### src/rtl/stopwatch.sv
// ============================================================================
// Module   : stopwatch
// Brief    : Counts clock cycles from a start pulse to a stop pulse and holds
//            the result under a valid/ready handshake. Optional lap sampling
//            is compiled in when STOPWATCH_LAP_EN is defined.
// Revision : 1.0 - initial release
// ============================================================================
`default_nettype none

module stopwatch #(
  parameter int W = 8
) (
  input  logic         clock,
  input  logic         reset,
  input  logic         start,
  input  logic         stop,
  output logic [W-1:0] value,
  output logic         valid,
  input  logic         ready,
  output logic         busy,
  output logic         over
`ifdef STOPWATCH_LAP_EN
  ,
  input  logic         lap,
  output logic [W-1:0] lap_value,
  output logic         lap_valid
`endif
);

  localparam logic [W-1:0] c_max = '1;

  typedef enum logic [1:0] {
    S_IDLE = 2'd0,
    S_RUN  = 2'd1,
    S_DONE = 2'd2
  } state_t;

  state_t       r_state;
  state_t       w_next;
  logic [W-1:0] r_count;
  logic [W-1:0] r_value;
  logic         r_over;
  logic         w_sat;
  logic [W-1:0] w_count_inc;

  // The interval ending at this edge is count+1, clamped at the top code.
  assign w_sat       = (r_count == c_max);
  assign w_count_inc = w_sat ? r_count : r_count + 1'b1;

  always_ff @(posedge clock or negedge reset) begin
    if (!reset) begin
      r_state <= S_IDLE;
    end else begin
      r_state <= w_next;
    end
  end

  always_comb begin
    w_next = r_state;
    case (r_state)
      S_IDLE: if (start) w_next = S_RUN;
      S_RUN:  if (stop)  w_next = S_DONE;
      S_DONE: if (ready) w_next = start ? S_RUN : S_IDLE;
      default: w_next = S_IDLE;
    endcase
  end

  always_ff @(posedge clock or negedge reset) begin
    if (!reset) begin
      r_count <= '0;
      r_value <= '0;
      r_over  <= 1'b0;
    end else begin
      case (r_state)
        S_IDLE: begin
          if (start) begin
            r_count <= '0;
            r_over  <= 1'b0;
          end
        end
        S_RUN: begin
          if (stop) begin
            r_value <= w_count_inc;
            r_over  <= r_over | w_sat;
          end else if (start) begin
            r_count <= '0;
            r_over  <= 1'b0;
          end else begin
            r_count <= w_count_inc;
            if (w_sat) r_over <= 1'b1;
          end
        end
        S_DONE: begin
          // Result and overflow stay frozen until the consumer takes them.
          if (ready && start) begin
            r_count <= '0;
            r_over  <= 1'b0;
          end
        end
        default: begin
          r_count <= '0;
        end
      endcase
    end
  end

`ifdef STOPWATCH_LAP_EN
  logic [W-1:0] r_lap_value;
  logic         r_lap_valid;

  always_ff @(posedge clock or negedge reset) begin
    if (!reset) begin
      r_lap_value <= '0;
      r_lap_valid <= 1'b0;
    end else begin
      r_lap_valid <= 1'b0;
      if (lap && r_state == S_RUN) begin
        r_lap_value <= w_count_inc;
        r_lap_valid <= 1'b1;
      end
    end
  end

  assign lap_value = r_lap_value;
  assign lap_valid = r_lap_valid;
`endif

  assign value = r_value;
  assign over  = r_over;
  assign busy  = (r_state == S_RUN);
  assign valid = (r_state == S_DONE);

endmodule

`default_nettype wire
### config.mk
export PLATFORM = sky130hd
export DESIGN_NAME = stopwatch
export DESIGN_NICKNAME = d
export VERILOG_FILES = /design/src/rtl/stopwatch.sv
export SDC_FILE = /design/constraint.sdc
export NUM_CORES = 1
export LEC_CHECK = 0
export ABC_AREA = 1
export CAP_MARGIN = 30
export CORE_MARGIN = 4
export CORE_UTILIZATION = 55
export CTS_BUF_LIST = sky130_fd_sc_hd__clkbuf_4 sky130_fd_sc_hd__clkbuf_8
export CTS_CLUSTER_SIZE = 24
export DETAILED_ROUTE_END_ITERATION = 6
export PLACE_DENSITY = 0.8
export SLEW_MARGIN = 20
export SYNTH_ARGS = -nofsm -noshare
export SYNTH_HDL_FRONTEND = slang
export SYNTH_SLANG_ARGS = --single-unit
### constraint.sdc
create_clock -name clock -period 1.3 [get_ports clock]
set_input_delay 0.13 -clock clock [delete_from_list [all_inputs] [get_ports clock]]
set_output_delay 0.13 -clock clock [all_outputs]
set_load 0.02 [all_outputs]
==> metrics, run 1 <==
Slowest cell on crit path=dfrtp_1; gr usage total=22.30%; status=finished, final reports clean; R2R depth=7; Clk Latency, worst-skew pair=300 ps; Leakage=0.7451 nW; cell taking the most area after synthesis=dfrtp_1; die width=51.56 um; Net Sw Power=0.0007716 W; net count after synthesis=138; Nets=between 150 and 200; number of primary I/O pins=16; FF-to-FF Start=r_count[1]$_DFFE_PN0P_; 1st-iter DRT viols=23; Final Cycle Share=97.55%; fmax=just under 0.8 GHz; CTS root buf=clkbuf_4; clk buf depth=2; reg-to-reg endpoint=r_count[1]$_DFFE_PN0P_; Area contributors post-synth=dfrtp_1 (46%), nand2_1 (19%), nand3_1 (6.7%); asr flop ratio synth=100.0%; post-synthesis register bit count=19; Clock transition at path regs=110 ps; number of synthesized flops with an enable pin=0; drt total wl=2463 um; DIE AREA=2658 um2; die span in y=just over 50 um; cts hold-fix bufs=0; layout cells sized above 1=24.69%; crit-path most repeated cell=nand2_4; grt met1 use=26.49%; max cap viols=0; synth cell count leaders=nand2_1 (52), dfrtp_1 (19), inv_1 (14), nand3_1 (14), nor2_1 (9); sequential share of the synthesized area=a little under half; most frequent cell after synthesis=nand2_1; Initial Utilization=between 50% and 60%; via/cell ratio=5.219; clock buffers created by TritonCTS=3; utilization after layout=76.81%; routability cong.=0.8435; Final Power=0.001921 W; Syn Inst Count=132; Most used DFF post-synth=dfrtp_1; antenna-violating nets left=0; DRC Markers=0; crit path launch type=flip-flop; PwrDens=1417 nW/um2; initial antenna violation count=0; switching portion of total power=40.17%; Clk network pwr share=15.6%; CTS tree=yes; Crit Path Max Fanout=8; Via Count=976; drt pass-1 iters=4; H-Tree Depth=1; required time of the worst setup path=1540 ps; GRT overflow=0; pin count of the biggest net entering global routing=20; row count=15; first-pass GRT wire length=roughly 4400 um; met2 GRT Util=around 39%; busiest grt layer=met2; Flop pwr share=37.8%; kind of cell adding the most delay to the critical path=simple AND/OR/NAND/NOR gates; Yosys warnings=0; worst-path cell chain=ha_2 -> nand2_4 -> nor2_4 -> nand2_4 -> nand2_1 -> nand3_1 -> o21ai_2; Hold Slack=159.5 ps; Worst EP arrival=1510 ps; Bufs and invs on worst path=0; Crit Path Category=reg -> reg; slew at the pin with the worst max-slew slack=between 200 and 250 ps; Setup violations, final=0; fin crit period=1268 ps; GRT met3 Usage=under 10%; Syn Std Cell Area=1044 um2; syn_area_per_cell=7.905 um2; Post-DP HPWL=approximately 1800 um; slew margin rel.=a little over four fifths; TritonCTS Sinks=19; Worst Setup End Kind=flip-flop; CP max stage delay=380 ps; average wire per standard cell=13.17 um; core area=1764 um2; clock skew=4.198 ps; Peak VDD IR=1.305 mV; Final TNS setup=0 ps; Comb power frac=a little under half; Layout Cells excl Fill=187; final hold vios=0; post-synth top area share=45.56%; antenna diode count=0; R2R setup slack=30 ps; RSZ-0062 raised after global routing=yes; post-synth cell types=19; vias in the first global route=1003; synthesis-to-layout area growth=29.86%; PortBufs=15; worst min path class=in -> async; Placed Instances=182; Slew Viols, Final=0; internal power=0.001149 W
logic make-up (layout without fill, tap and decap cells):
group	after synthesis	after routing	share of synthesized area, %
fa+ha+maj	1	1	1.199
buf+inv	16	46	6.474
flops	19	19	45.56
simple gates	86	86	39.45
compound gates	10	10	7.314
registers in the layout, summed over array words and instances (netlist names):
register  count
over          1
r_count       8
r_state       2
value         8
layer usage:
layer  vias up  wire, um
met3         4        72
li1        481         -
met4         0        40
met1       473      1067
met2        18      1282
met5         -         0
worst register-to-register path: cells and delay by family, from the launching register on:
family                   cells  cell delay [ps]
AO/OA/AOI/OAI                1               70
AND/OR/NAND/NOR              5              530
adder cells (fa/ha/maj)      1              210
flip-flops                   1              380
area by class of cell:
type,count,area (um2)
Multi-Input combinational cell,97,523.0
Tap cell,25,31.28
Inverter,15,58.81
Clock inverter,1,5.005
Timing Repair Buffer,27,237.7
Fill cell,135,409.1
Sequential cell,19,476.7
Clock buffer,3,22.52
power by group through the flow:
stage | Sequential (W) | Combinational (W) | Clock, W
2_1_floorplan | 0.000785 | 0.000442 | 0
3_3_place_gp | 0.000729 | 0.000865 | 0
3_5_place_dp | 0.000735 | 0.000889 | 0
4_1_cts | 0.000724 | 0.000870 | 0.000314
5_1_grt | 0.000736 | 0.000984 | 0.000334
6_report | 0.000726 | 0.000894 | 0.000301
layout by cell type (no fill, tap or decap):
cell and instances:
clkdlybuf4s50_1 4, nand4_1 1, nand2_4 3, buf_2 1
dfrtp_2 1, a21oi_4 1, nand2_2 1, clkdlybuf4s15_2 1
inv_1 13, nor2_1 9, a21oi_1 1, dlygate4sd2_1 9
dfrtp_1 18, nand2_1 51, nand3b_2 1, inv_4 1
o21ai_0 1, ha_2 1, clkinv_2 1, inv_2 1
nor3_4 1, buf_12 1, nor3_1 1, nand3_1 13
nand3_2 1, o21ai_1 1, nor2_4 4, buf_4 11
clkbuf_4 3, o21ai_2 6
through the flow:
| step | area (um2) | setup WS (ps) |
|---|---|---|
| floorplan | 1044 | 141.7 |
| CTS | 1330 | 26.36 |
| global route | 1355 | -54.19 |
| detailed placement | 1309 | -30.24 |
| global placement | 1309 | 30.45 |
| finish | 1355 | 31.87 |
worst max-delay path by stage:
stage | start | to | slack, ps | cells after the start
after CTS | r_count[0]$_DFFE_PN0P_ | r_count[3]$_DFFE_PN0P_ | 30 | 7
after global routing | r_count[1]$_DFFE_PN0P_ | r_count[0]$_DFFE_PN0P_ | -50 | 7
after floorplan | r_count[0]$_DFFE_PN0P_ | r_count[3]$_DFFE_PN0P_ | 140 | 7
final | r_count[1]$_DFFE_PN0P_ | r_count[1]$_DFFE_PN0P_ | 30 | 7
after detailed placement | stop | r_count[2]$_DFFE_PN0P_ | -30 | 7
after global placement | r_state[1]$_DFFE_PN0P_ | busy | 30 | 4
repair_timing:
item                       4_1_cts  5_1_grt
pin swaps                        0        0
setup endpoints to repair       14       17
resized for setup               17        8
setup buffers                    0        1
Power figures use the tool's default switching activity.
==> run 2: changes to the inputs <==
Settings changed: PLACE_DENSITY 0.8 to 0.81.
==> run 2 against run 1 <==
  * Via count fell by 0.82%
  * Clock skew fell by 3.1 ps
  * Routed wire length is 4.4% higher
  * Final cell count is 1.6% lower
  * Global-route usage shrank 1.7 points
  * Non-clock buffer count down 3
  * Sequential power grew 2%
  * Critical path depth stayed put
  * Die area unchanged
  * Sequential share of layout area down 0.54 points
  * Hold slack worse by 9.1 ps
  * Largest cell class unchanged
  * Largest power group unchanged
  * Highest routed layer unchanged
==> metrics, run 2 (synthesized netlist as in run 1, its figures left out) <==
pin count of the biggest net entering global routing=20; utilization after layout=77.80%; Via Count=968; core area=1764 um2; worst min path class=in -> async; slew margin rel.=82.77%; clock buffers created by TritonCTS=3; drt pass-1 iters=4; R2R setup slack=2 ps; reg-to-reg endpoint=value[2]$_DFFE_PN0P_; clock skew=1.121 ps; setup slack at placement=-50.48 ps; Final TNS setup=0 ps; Worst Setup End Kind=flip-flop; antenna-violating nets left=0; Leakage=0.7431 nW; gr usage total=20.62%; Clk Latency, worst-skew pair=300 ps; DRC Markers=0; DIE AREA=2658 um2; antenna diode count=0; Critical Path Start=r_count[0]$_DFFE_PN0P_; Crit Path Category=reg -> reg; fin crit period=1298 ps; Initial Utilization=between 50% and 60%; setup ws final=between 1.5 and 2 ps; commonest non-fill, non-tap cells in the layout=nand2_1 (49), dfrtp_1 (19), nand3_1 (13); synthesis-to-layout area growth=31.54%; R2R depth=7; row count=15; commonest non-fill, non-tap cell in the layout=nand2_1; PwrDens=roughly 1500 nW/um2; H-Tree Depth=1; Hold Slack=150.4 ps; die width=51.56 um; Crit Path Max Fanout=8; max cap viols=0; Nets=166; CTS root buf=clkbuf_4; PortBufs=15; Final Cycle Share=99.87%; layout cells sized above 1=25.16%; worst setup path endpoint=value[2]$_DFFE_PN0P_; Post-DP HPWL=1912 um; fmax=just under 0.8 GHz; cts hold-fix bufs=0; status=finished, final reports clean; routability cong.=between 0.8 and 0.9; vias in the first global route=between 900 and 1k; RSZ-0062 raised after global routing=yes; TritonCTS Sinks=19; clk buf depth=2; Setup violations, final=0; CTS tree=yes; number of primary I/O pins=16; die span in y=between 50 and 60 um; initial antenna violation count=0; Clock transition at path regs=110 ps; FF-to-FF Start=r_count[0]$_DFFE_PN0P_; Worst EP arrival=~1600 ps; 1st-iter DRT viols=slightly above 50; Peak VDD IR=1.307 mV; slew at the pin with the worst max-slew slack=257.7 ps; drt total wl=2571 um; final hold vios=0; crit path launch type=flip-flop; average wire per standard cell=13.97 um; via/cell ratio=5.261; required time of the worst setup path=1550 ps; first-pass GRT wire length=slightly above 4000 um; Slew Viols, Final=0; GRT overflow=0
[run 2: how the worst min path moves through the flow]
| stage | startpoint | endpoint | slack [ps] | depth (start not counted) |
|---|---|---|---|---|
| after floorplan | reset | over$_DFFE_PN0P_ | -170 | 0 |
| after global placement | value[3]$_DFFE_PN0P_ | value[3]$_DFFE_PN0P_ | 470 | 2 |
| after detailed placement | reset | value[7]$_DFFE_PN0P_ | 480 | 2 |
| after CTS | reset | r_count[3]$_DFFE_PN0P_ | 150 | 2 |
| after global routing | reset | value[4]$_DFFE_PN0P_ | 160 | 2 |
| final | reset | value[7]$_DFFE_PN0P_ | 150 | 2 |
[run 2: layout make-up]
| type | count | area (um2) |
|---|---|---|
| Clock buffer | 3 | 22.52 |
| Clock inverter | 1 | 7.507 |
| Fill cell | 127 | 391.6 |
| Inverter | 15 | 61.31 |
| Multi-Input combinational cell | 97 | 561.8 |
| Sequential cell | 19 | 475.5 |
| Tap cell | 25 | 31.28 |
| Timing Repair Buffer | 24 | 212.7 |
[run 2: repair_timing]
item                       CTS  global route
gates resized for setup     16            19
pin swaps                    0             9
setup endpoints to repair   11            17
buffers inserted             0             1
[run 2: power by group]
group | total [W] | internal [W] | leakage [nW] | switching, W
sequential | 0.000738 | 0.000670 | 0.259 | 0.0000682
clock | 0.000309 | 0.000117 | 0.0139 | 0.000192
combinational | 0.000944 | 0.000376 | 0.470 | 0.000568
[run 2: routing by layer]
layer  track usage (%)  routed length (um)  up-vias
li1                  -                   -      469
met1             26.45                1057      458
met2             32.84                1312       32
met3             4.871                 145        9
met4             9.607                  55        0
met5                 0                   0        -
[run 2: worst max-delay path, cell delays in order, from the launching register on]
cell     delay (ps)
dfrtp_1         410
ha_4            170
nand2_4          60
nor2_4          170
nand2_4         120
a21oi_4         170
nand2_1          70
nand2_1          70
[run 2: metrics by stage]
step	instance area [um2]	power, W	cells
final	1373	0.001990	184
after global routing	1373	0.002113	184
after CTS	1301	0.001877	183
after detailed placement	1286	0.001621	179
after global placement	1286	0.001572	179
after floorplan	1044	0.001227	132
